$ cat src/rtl/uart_tx_pkg.sv
// uart_tx_pkg
// Shared types and helpers for the UART transmitter slice.
//   tx_state_e : serializer FSM states (PARITY only reachable when
//                UART_TX_PARITY_EN is defined)
//   DATA_BITS  : payload bits per frame
//   clamp_div  : maps a divisor of 0 to 1 so every bit lasts >= 1 cycle
package uart_tx_pkg;

   typedef enum logic [2:0] {
      IDLE,
      START,
      DATA,
      PARITY,
      STOP
   } tx_state_e;

   localparam int DATA_BITS = 8;

   function automatic logic [31:0] clamp_div(input logic [31:0] div);
      return (div == 32'd0) ? 32'd1 : div;
   endfunction

endpackage

$ cat src/rtl/uart_tx_fifo.sv
// uart_tx_fifo
// DEPTH x WIDTH synchronous FIFO with occupancy count.
//   clk_i, rst_ni : clock, synchronous active-low reset (empties the FIFO)
//   push_i        : write wdata_i (caller only pushes when !full_o)
//   pop_i         : advance read pointer (caller only pops when !empty_o)
//   wdata_i       : write data
//   rdata_o       : head entry, valid while !empty_o
//   full_o        : level_o == DEPTH
//   empty_o       : level_o == 0
//   level_o       : current occupancy, 0..DEPTH
module uart_tx_fifo #(
   parameter int DEPTH = 8,
   parameter int WIDTH = 8
) (
   input  logic                   clk_i,
   input  logic                   rst_ni,
   input  logic                   push_i,
   input  logic                   pop_i,
   input  logic [WIDTH-1:0]       wdata_i,
   output logic [WIDTH-1:0]       rdata_o,
   output logic                   full_o,
   output logic                   empty_o,
   output logic [$clog2(DEPTH):0] level_o
);

   localparam int AW = $clog2(DEPTH);
   localparam int LW = AW + 1;

   logic [WIDTH-1:0] mem_q [DEPTH];
   logic [AW-1:0]    wr_ptr_q;
   logic [AW-1:0]    rd_ptr_q;
   logic [LW-1:0]    level_q;

   // Pointers are exactly AW bits, so they wrap modulo DEPTH on their own.
   always_ff @(posedge clk_i) begin
      if (!rst_ni) begin
         wr_ptr_q <= '0;
         rd_ptr_q <= '0;
         level_q  <= '0;
      end else begin
         if (push_i) wr_ptr_q <= wr_ptr_q + AW'(1);
         if (pop_i)  rd_ptr_q <= rd_ptr_q + AW'(1);
         case ({push_i, pop_i})
            2'b10:   level_q <= level_q + LW'(1);
            2'b01:   level_q <= level_q - LW'(1);
            default: level_q <= level_q;
         endcase
      end
   end

   // Storage needs no reset: an entry is only read after it was written.
   always_ff @(posedge clk_i) begin
      if (push_i) mem_q[wr_ptr_q] <= wdata_i;
   end

   assign rdata_o = mem_q[rd_ptr_q];
   assign full_o  = (level_q == LW'(DEPTH));
   assign empty_o = (level_q == '0);
   assign level_o = level_q;

endmodule

$ cat src/rtl/uart_tx_fifo_ser.sv
// uart_tx_fifo_ser
// Buffered UART transmitter: bytes enter over valid/ready into a FIFO and
// leave LSB-first as 8N1 frames (8E1 when UART_TX_PARITY_EN is defined)
// at div_i clocks per bit.
//   clk_i, rst_ni : clock, synchronous active-low reset (aborts any frame)
//   data_i        : byte to send
//   valid_i       : data_i valid
//   ready_o       : FIFO not full
//   div_i         : clocks per bit, 0 behaves as 1, latched at frame start
//   tx_o          : serial line, idle high
//   busy_o        : frame in progress or bytes buffered
//   level_o       : FIFO occupancy
// Handshake: a byte is taken on every rising edge where valid_i && ready_o;
// ready_o does not depend on valid_i, and a pop in a full cycle does not
// free a slot until the following cycle.
// Optional feature macro: UART_TX_PARITY_EN adds an even-parity bit.
module uart_tx_fifo_ser
   import uart_tx_pkg::*;
#(
   parameter int DEPTH = 8,
   parameter int DIV_W = 16
) (
   input  logic                   clk_i,
   input  logic                   rst_ni,
   input  logic [7:0]             data_i,
   input  logic                   valid_i,
   output logic                   ready_o,
   input  logic [DIV_W-1:0]       div_i,
   output logic                   tx_o,
   output logic                   busy_o,
   output logic [$clog2(DEPTH):0] level_o
);

   localparam int LW = $clog2(DEPTH) + 1;

   logic                 fifo_full;
   logic                 fifo_empty;
   logic [7:0]           fifo_rdata;
   logic [LW-1:0]        fifo_level;
   logic                 push;
   logic                 pop;
   logic                 bit_end;
   logic [DIV_W-1:0]     eff_div;

   tx_state_e            state_q;
   logic [DIV_W-1:0]     div_q;
   logic [DIV_W-1:0]     cnt_q;
   logic [2:0]           bit_cnt_q;
   logic [DATA_BITS-1:0] shift_q;
   logic                 tx_q;
`ifdef UART_TX_PARITY_EN
   logic                 par_q;
`endif

   uart_tx_fifo #(
      .DEPTH (DEPTH),
      .WIDTH (8)
   ) u_fifo (
      .clk_i   (clk_i),
      .rst_ni  (rst_ni),
      .push_i  (push),
      .pop_i   (pop),
      .wdata_i (data_i),
      .rdata_o (fifo_rdata),
      .full_o  (fifo_full),
      .empty_o (fifo_empty),
      .level_o (fifo_level)
   );

   assign ready_o = ~fifo_full;
   assign push    = valid_i & ~fifo_full;
   assign eff_div = DIV_W'(clamp_div(32'(div_i)));
   assign bit_end = (cnt_q == '0);

   // A byte is taken either from idle or at the very end of a stop bit,
   // which is what makes queued frames run back-to-back.
   assign pop = ~fifo_empty &
                ((state_q == IDLE) | ((state_q == STOP) & bit_end));

   // tx_q is the registered line level of the current state, so the line
   // trails the FSM by one cycle; every bit still lasts eff_div cycles.
   always_ff @(posedge clk_i) begin
      if (!rst_ni) begin
         state_q   <= IDLE;
         div_q     <= DIV_W'(1);
         cnt_q     <= '0;
         bit_cnt_q <= '0;
         shift_q   <= '0;
         tx_q      <= 1'b1;
`ifdef UART_TX_PARITY_EN
         par_q     <= 1'b0;
`endif
      end else begin
         case (state_q)
            IDLE: begin
               tx_q <= 1'b1;
            end
            START: begin
               tx_q <= 1'b0;
               if (bit_end) begin
                  cnt_q     <= div_q - DIV_W'(1);
                  bit_cnt_q <= '0;
                  state_q   <= DATA;
               end else begin
                  cnt_q <= cnt_q - DIV_W'(1);
               end
            end
            DATA: begin
               tx_q <= shift_q[0];
               if (bit_end) begin
                  cnt_q   <= div_q - DIV_W'(1);
                  shift_q <= shift_q >> 1;
                  if (bit_cnt_q == 3'(DATA_BITS - 1)) begin
`ifdef UART_TX_PARITY_EN
                     state_q <= PARITY;
`else
                     state_q <= STOP;
`endif
                  end else begin
                     bit_cnt_q <= bit_cnt_q + 3'd1;
                  end
               end else begin
                  cnt_q <= cnt_q - DIV_W'(1);
               end
            end
`ifdef UART_TX_PARITY_EN
            PARITY: begin
               tx_q <= par_q;
               if (bit_end) begin
                  cnt_q   <= div_q - DIV_W'(1);
                  state_q <= STOP;
               end else begin
                  cnt_q <= cnt_q - DIV_W'(1);
               end
            end
`endif
            STOP: begin
               tx_q <= 1'b1;
               if (bit_end) begin
                  state_q <= IDLE;
               end else begin
                  cnt_q <= cnt_q - DIV_W'(1);
               end
            end
            default: begin
               tx_q    <= 1'b1;
               state_q <= IDLE;
            end
         endcase

         // Frame start; placed last so it overrides the STOP->IDLE move.
         if (pop) begin
            shift_q <= fifo_rdata;
            div_q   <= eff_div;
            cnt_q   <= eff_div - DIV_W'(1);
            state_q <= START;
`ifdef UART_TX_PARITY_EN
            par_q   <= ^fifo_rdata;
`endif
         end
      end
   end

   assign tx_o    = tx_q;
   assign busy_o  = (state_q != IDLE) | (fifo_level != '0);
   assign level_o = fifo_level;

endmodule

$ cat config.mk
export PLATFORM = sky130hd
export DESIGN_NAME = uart_tx_fifo_ser
export DESIGN_NICKNAME = d
export VERILOG_FILES = /design/src/rtl/uart_tx_pkg.sv /design/src/rtl/uart_tx_fifo.sv /design/src/rtl/uart_tx_fifo_ser.sv
export SDC_FILE = /design/constraint.sdc
export NUM_CORES = 1
export LEC_CHECK = 0
export ABC_AREA = 1
export CORE_AREA = 4 4 127 129
export DETAILED_ROUTE_END_ITERATION = 8
export DIE_AREA = 0 0 131 133
export GPL_TIMING_DRIVEN = 0
export PLACE_DENSITY = 0.68
export SETUP_SLACK_MARGIN = 0.05
export SYNTH_ARGS = -nofsm -noshare
export SYNTH_HDL_FRONTEND = slang
export SYNTH_HIERARCHICAL = 1
export SYNTH_SLANG_ARGS = --single-unit
$ cat constraint.sdc
create_clock -name clk_i -period 3.75 [get_ports clk_i]
set_input_delay 0.375 -clock clk_i [delete_from_list [all_inputs] [get_ports clk_i]]
set_output_delay 0.375 -clock clk_i [all_outputs]
set_load 0.05 [all_outputs]
# == After elaboration in Yosys (flattened, before gate mapping) ==
# Memory sizes are Yosys's and may differ from the RTL's. A register that Yosys moved wholly into a read port is not among the register bits.
# Index checks and enable logic that the tools add are counted.
# classes
n_addsub,8
n_mul,0
div,0
n_lt_le_gt_ge,0
n_eq_ne,18
n_shift,0
n_mux,23
n_bitwise,9
reduce_logical,18
# op_table
operator,n
16-bit 2-to-1 mux,4
16-bit by 1-bit subtractor with 16-bit output (second input constant),3
16-bit zero test,2
16-bit case mux with 2 select lines,1
3-bit 2-to-1 mux,8
8-bit 2-to-1 mux,3
3-bit by 2-bit != test with 1-bit output (second input constant),5
3-bit case mux with 4 select lines,1
2-bit != test (second input constant),5
5-bit AND reduction,2
3-bit by 1-bit adder with 3-bit output (second input constant),3
4-bit case mux with 2 select lines,1
2-bit nonzero test,4
3-bit == test (second input constant),2
3-bit case mux with 2 select lines,1
3-bit nonzero test,2
4-bit by 1-bit adder with 4-bit output (second input constant),1
4-bit == test (second input constant),1
4-bit zero test,1
1-bit inverter,4
2-bit AND reduction,2
4-bit AND reduction,1
4-bit nonzero test,1
2-bit OR reduction,2
other kinds (11),16
# word_totals
register_bits,57
latch_bits,0
mem_bits_rw,64
mem_bits_ro,0
in_bits,27
out_inout_bits,7
word_cells,87
memories,1
# mem_list
name,words,width,read_ports,rd_ports_with_merged_regs,wr,line,text
u_fifo.mem_q,8,8,1,1,1,uart_tx_fifo.sv:29,logic [WIDTH-1:0] mem_q [DEPTH];

# == Logic depth before layout (Yosys ltp) ==
# depth
depth_word,6
ltp_mapped,17
ltp_nobuf,16

# == Modules after synthesis ==
# The synthesis kept the hierarchy.
# modules_own_cells
mod,n_inst,cells_each,area_per_inst_um2,seq_area_each_um2
uart_tx_fifo_ser,1,566,3452.1,940.9
uart_tx_fifo,1,268,3155.5,2182.1

# == Worst setup path after synthesis ==
# No wires, ideal clock.
# synth_timing
path_kind,register to register
startpoint,register u_fifo.level_q[0] (netlist: u_fifo/level_o[0])
endpoint,register u_fifo.level_q[2] (netlist: u_fifo/level_o[2])
setup_ps,115
arrival_time_ps,2332
t_required_ps,3635
setup_slack_ps,1302
path_stages_with_launch,15
n_path_buf,1
synth_period_minus_slack_ps,2448
cell_sequence,dfxtp_1 inv_1 nand2_1 nor3_1 a21oi_4 buf_4 ha_1 nand2_1 inv_1 nor2_1 ha_1 a21oi_1 xnor2_1 o21ai_0 inv_1
# synth_via
elab_chain_cells,5
word_cells_on_any_way,12
cone_classes,add/sub (2); eq/ne (3); mux (1); bitwise (4); reduce/logical (2)
# synth_lines
element,line,text
"start, declared",uart_tx_fifo.sv:32,logic [LW-1:0] level_q;
"start signal, assigned",uart_tx_fifo.sv:44,2'b10: level_q <= level_q + LW'(1);
"start signal, assigned",uart_tx_fifo.sv:45,2'b01: level_q <= level_q - LW'(1);
"start signal, assigned",uart_tx_fifo.sv:46,default: level_q <= level_q;
4-bit zero test (*),uart_tx_fifo.sv:58,assign empty_o = (level_q == '0);
named net fifo_empty,uart_tx_fifo_ser.sv:37,logic fifo_empty;
1-bit inverter (*),uart_tx_fifo_ser.sv:77,assign pop = ~fifo_empty &
1-bit AND (*),uart_tx_fifo_ser.sv:77,
named net pop,uart_tx_fifo_ser.sv:41,logic pop;
2-bit by 1-bit == test with 1-bit output or 2-bit == test (tied branches),uart_tx_fifo.sv:43,"case ({push_i, pop_i})"
4-bit case mux with 2 select lines or 2-bit nonzero test (tied branches),--,
# Mark *: on every way through the listed nets, which the timed path passes. The rest lies on a longest branch.
# A chain may end at the register's enable or synchronous reset.

# == Worst setup path after layout ==
# layout_timing
startpoint,register cnt_q[12]
endpoint,register u_fifo.level_q[2] (netlist: u_fifo/level_o[2])
# layout_via
elab_chain_cells,6
word_cells_on_any_way,8
cone_classes,eq/ne (2); mux (1); bitwise (3); reduce/logical (2)
# layout_lines
element,line,text
"start, declared",uart_tx_fifo_ser.sv:47,logic [DIV_W-1:0] cnt_q;
"start signal, assigned",uart_tx_fifo_ser.sv:101,cnt_q <= div_q - DIV_W'(1);
"start signal, assigned",uart_tx_fifo_ser.sv:105,cnt_q <= cnt_q - DIV_W'(1);
"start signal, assigned",uart_tx_fifo_ser.sv:111,cnt_q <= div_q - DIV_W'(1);
16-bit zero test (*),uart_tx_fifo_ser.sv:73,assign bit_end = (cnt_q == '0);
1-bit AND (*),uart_tx_fifo_ser.sv:78,((state_q == IDLE) | ((state_q == STOP) & bit_end));
1-bit OR (*),uart_tx_fifo_ser.sv:78,
1-bit AND (*),uart_tx_fifo_ser.sv:77,
named net pop,uart_tx_fifo_ser.sv:41,
2-bit by 1-bit == test with 1-bit output or 2-bit == test (tied branches),uart_tx_fifo.sv:43,
4-bit case mux with 2 select lines or 2-bit nonzero test (tied branches),--,
# Marked as above.

==> impl_results.md <==
* Synth Warn # at 6
* Largest net degree at the start of global routing at 17
* Hold_buf cts at 0
* Hold EP: shift_q[7]
* First-pass GRT wire length at 27600 um
* I/O pin total at 34
* Synth top area cells: edfxtp_1 (29%), dfxtp_1 (18%), nand2_1 (11%)
* Worst VDD drop at about 0.00043 V
* Top cell type's share of synthesized area at between 20 and 30%
* CP Data Required Time at 4.07 ns
* Initial DRC Count at ~500
* Core area at 0.0150 mm^2
* Leak at about 3.2 nW
* Fin. max-slew vios at 0
* RSZ-0062 raised after global routing: no
* Syn_nets at 872
* Avg Cell Area, Syn at around 8 um^2
* IO buf count at 33
* Mapped Cells at about 830
* Setup TNS at 0 ns
* TritonCTS Sinks at roughly 120
* Via/cell ratio at roughly 5.4
* Leading area contributor after synthesis: edfxtp_1
* Share of layout cells above drive strength 1 at a little over 8%
* Final Setup Violations at 0
* Worst setup SP type: flip-flop
* Ant. Diodes at 0
* RR Startpoint: cnt_q[12]
* Worst min-delay path class: reg2reg
* Clock power share at a little under a quarter
* Distinct cells, synth at 41
* Worst skew pair latency at between 0.4 and 0.5 ns
* # fillers at between 1000 and 1500
* Post-synthesis register bit count at 124
* PD cells at just under 900 mW/mm^2
* Detailed Route WL at 17300 um
* Total track usage at around 20%
* Maximum fanout along the worst path at 16
* Comb pwr share at a little under half
* Final Cycle Share at 73.7%
* Reg area at between 0.003 and 0.004 mm^2
* Register area share after synthesis at 47.3%
* Total power at between 6 and 7 mW
* Cell Rows at 45
* Clock Skews at 0.00957 ns
* Hold Violations, Final at 0
* Hold Path Depth at 2
* Non-Filler Instances at about 1100
* Post-CTS resize count at 0
* Synth Cell Area at between 0.006 and 0.007 mm^2
* H-tree levels at 4
* R2R Setup Slk at about 0.99 ns
* Multi-input combinational cell area at between 0.002 and 0.003 mm^2
* DRC at 0
* Via count at roughly 6000
* Sw frac at 44.8%
* Min Tclk post-route at ~2.8 ns
* CTS Buf Count at 17
* Hold Crit Start: shift_q[7]
* Post-Place Cells at 1055
* Max Clk Rate at 362 MHz
* DR WL/cell at between 15 and 20 um
* CTS Root Cell: clkbuf_16
* Ys flop type: edfxtp_1
* Clock slew at reported path FFs at 0.06 ns
* Worst-Margin Slew at roughly 1.1 ns
* Post-synth EDFFs at 64
* Initial core utilization at about 44%
* # Max-Cap Violations at 0
* Remaining antenna violation count at 0
* Reg power frac at roughly 29%
* Initial antenna violation count at 0
* Total die area at around 0.017 mm^2
* Setup CP Type: reg2reg
* Post-CTS repair timing setup buffer count at 0
* Die X at ~130 um
* Area growth, synth to finish at 17.0%
* Sw Pwr at around 3.0 mW
* Pre-antenna DRT Iters at 5
* Grt ovf at 0
* Internal Pwr Total at ~3.7 mW
* CTS tree: built
* Nets at between 900 and 1000
* Arrival time at the worst endpoint at a little over 3 ns
* Placer congestion estimate at between 0.9 and 1
* Die height at roughly 130 um
* Status: completed
* Slew headroom at around 29%
* Crit. End Element: flip-flop
* Vias in the first global route at roughly 5600
* Worst R2R Path Depth at 15
* Ys async rst share at 0%
* CTS Buffer Depth at 2
* DP HPWL at roughly 12000 um
* RR Endpoint: u_fifo/level_o[2]
-- flip-flops by register name, indices dropped and copies added (netlist names), named ones only --
name and cells:
u_fifo/wr_ptr_q 3, u_fifo/mem_q 64, state_q 3, u_fifo/level_o 4
shift_q 8, tx_o 1, bit_cnt_q 3, div_q 16
cnt_q 16, u_fifo/rd_ptr_q 3
-- Yosys cell counts, types with 3 or more instances --
cell type and instances:
nor4_1 3, buf_4 4, xor2_1 12, ha_1 11
inv_1 84, xnor2_1 11, dfxtp_1 60, edfxtp_1 64
nand3_1 73, mux2i_1 8, o22ai_1 8, a21oi_1 40
or2_2 3, nor2_4 3, buf_2 4, nor2_2 4
clkbuf_1 6, nor2_1 128, o21ai_1 17, nand3b_1 3
o21ai_0 62, nand4_1 8, nand2_1 185, buf_6 9
-- routing by layer --
layer  GRT usage, %  vias up  part of all wire [%]
li1               -     2876                     -
met1           26.4     2730                    44
met2           32.4      205                    47
met3           4.80       42                   5.8
met4           9.31        0                   3.3
met5              0        -                     0
-- cell type report --
| class | instances | share of cell area (%) |
|---|---|---|
| clock buffers | 17 | 5.50 |
| inverters | 87 | 4.23 |
| well taps | 188 | 3.04 |
| multi-input cells | 599 | 38.5 |
| flip-flops and latches | 124 | 40.4 |
| clock inverters | 15 | 1.68 |
| plain buffers | 24 | 2.35 |
| repair buffers | 33 | 4.27 |
-- kinds of logic (layout without fill, tap and decap cells) --
family | Yosys count | after routing | synth area share [%]
compound gates | 135 | 135 | 11.0
buf+inv | 111 | 176 | 7.69
fa+ha+maj | 11 | 11 | 2.08
flops | 124 | 124 | 47.3
xor+xnor | 23 | 23 | 3.05
mux | 8 | 8 | 1.21
simple gates | 422 | 422 | 27.7
-- stage by stage --
step                      hold WS, ns  area (um^2)  util (%)  worst slack [ns]
after detailed placement        0.462         7170      47.7             0.885
after CTS                       0.471         7730      51.4              1.01
after floorplan                 0.429         6610         -              1.30
final                           0.467         7730      51.4             0.985
after global placement          0.457         7170      47.7             0.885
after global routing            0.487         7730      51.4             0.652
-- worst max-delay path, stage by stage (launching register included) --
cell	delay, ns
dfxtp_1	0.36
nor2_2	0.27
nand3_1	0.11
nor2_1	0.16
nand3_2	0.15
a21oi_4	0.29
buf_4	0.29
ha_1	0.25
nand2_1	0.07
inv_1	0.07
nor2_1	0.05
ha_1	0.17
a21oi_1	0.14
xnor2_1	0.08
o21ai_0	0.13
inv_1	0.05
-- layout by cell type (no fill, tap or decap), types with 11 or more instances in the layout --
master,netlist,routed
xor2_1,12,12
edfxtp_1,64,64
clkdlybuf4s50_1,0,33
o21ai_1,17,17
inv_1,84,84
ha_1,11,11
dfxtp_1,60,60
nand3_1,73,73
a21oi_1,40,40
nand2_1,185,185
nor2_1,128,128
o21ai_0,62,62
clkbuf_16,0,17
xnor2_1,11,11
-- worst max-delay path by stage --
stage | from | to | slack [ns] | depth (start not counted)
4_1_cts | cnt_q[12] | u_fifo/level_o[2] | 1.01 | 15
5_1_grt | cnt_q[12] | u_fifo/level_o[2] | 0.65 | 15
3_3_place_gp | div_i[4] | cnt_q[12] | 0.89 | 15
2_1_floorplan | u_fifo/level_o[0] | u_fifo/level_o[2] | 1.30 | 14
6_report | cnt_q[12] | u_fifo/level_o[2] | 0.99 | 15
3_5_place_dp | div_i[4] | cnt_q[12] | 0.88 | 15
-- power by group through the flow --
stage | clock network, mW | logic (mW) | registers (mW)
CTS | 1.56 | 3.18 | 1.97
detailed placement | 0 | 3.15 | 1.99
global route | 1.62 | 3.58 | 2.01
floorplan | 0 | 2.33 | 1.99
finish | 1.54 | 3.19 | 1.97
global placement | 0 | 3.12 | 1.99
(Power assumes the default switching activity.)
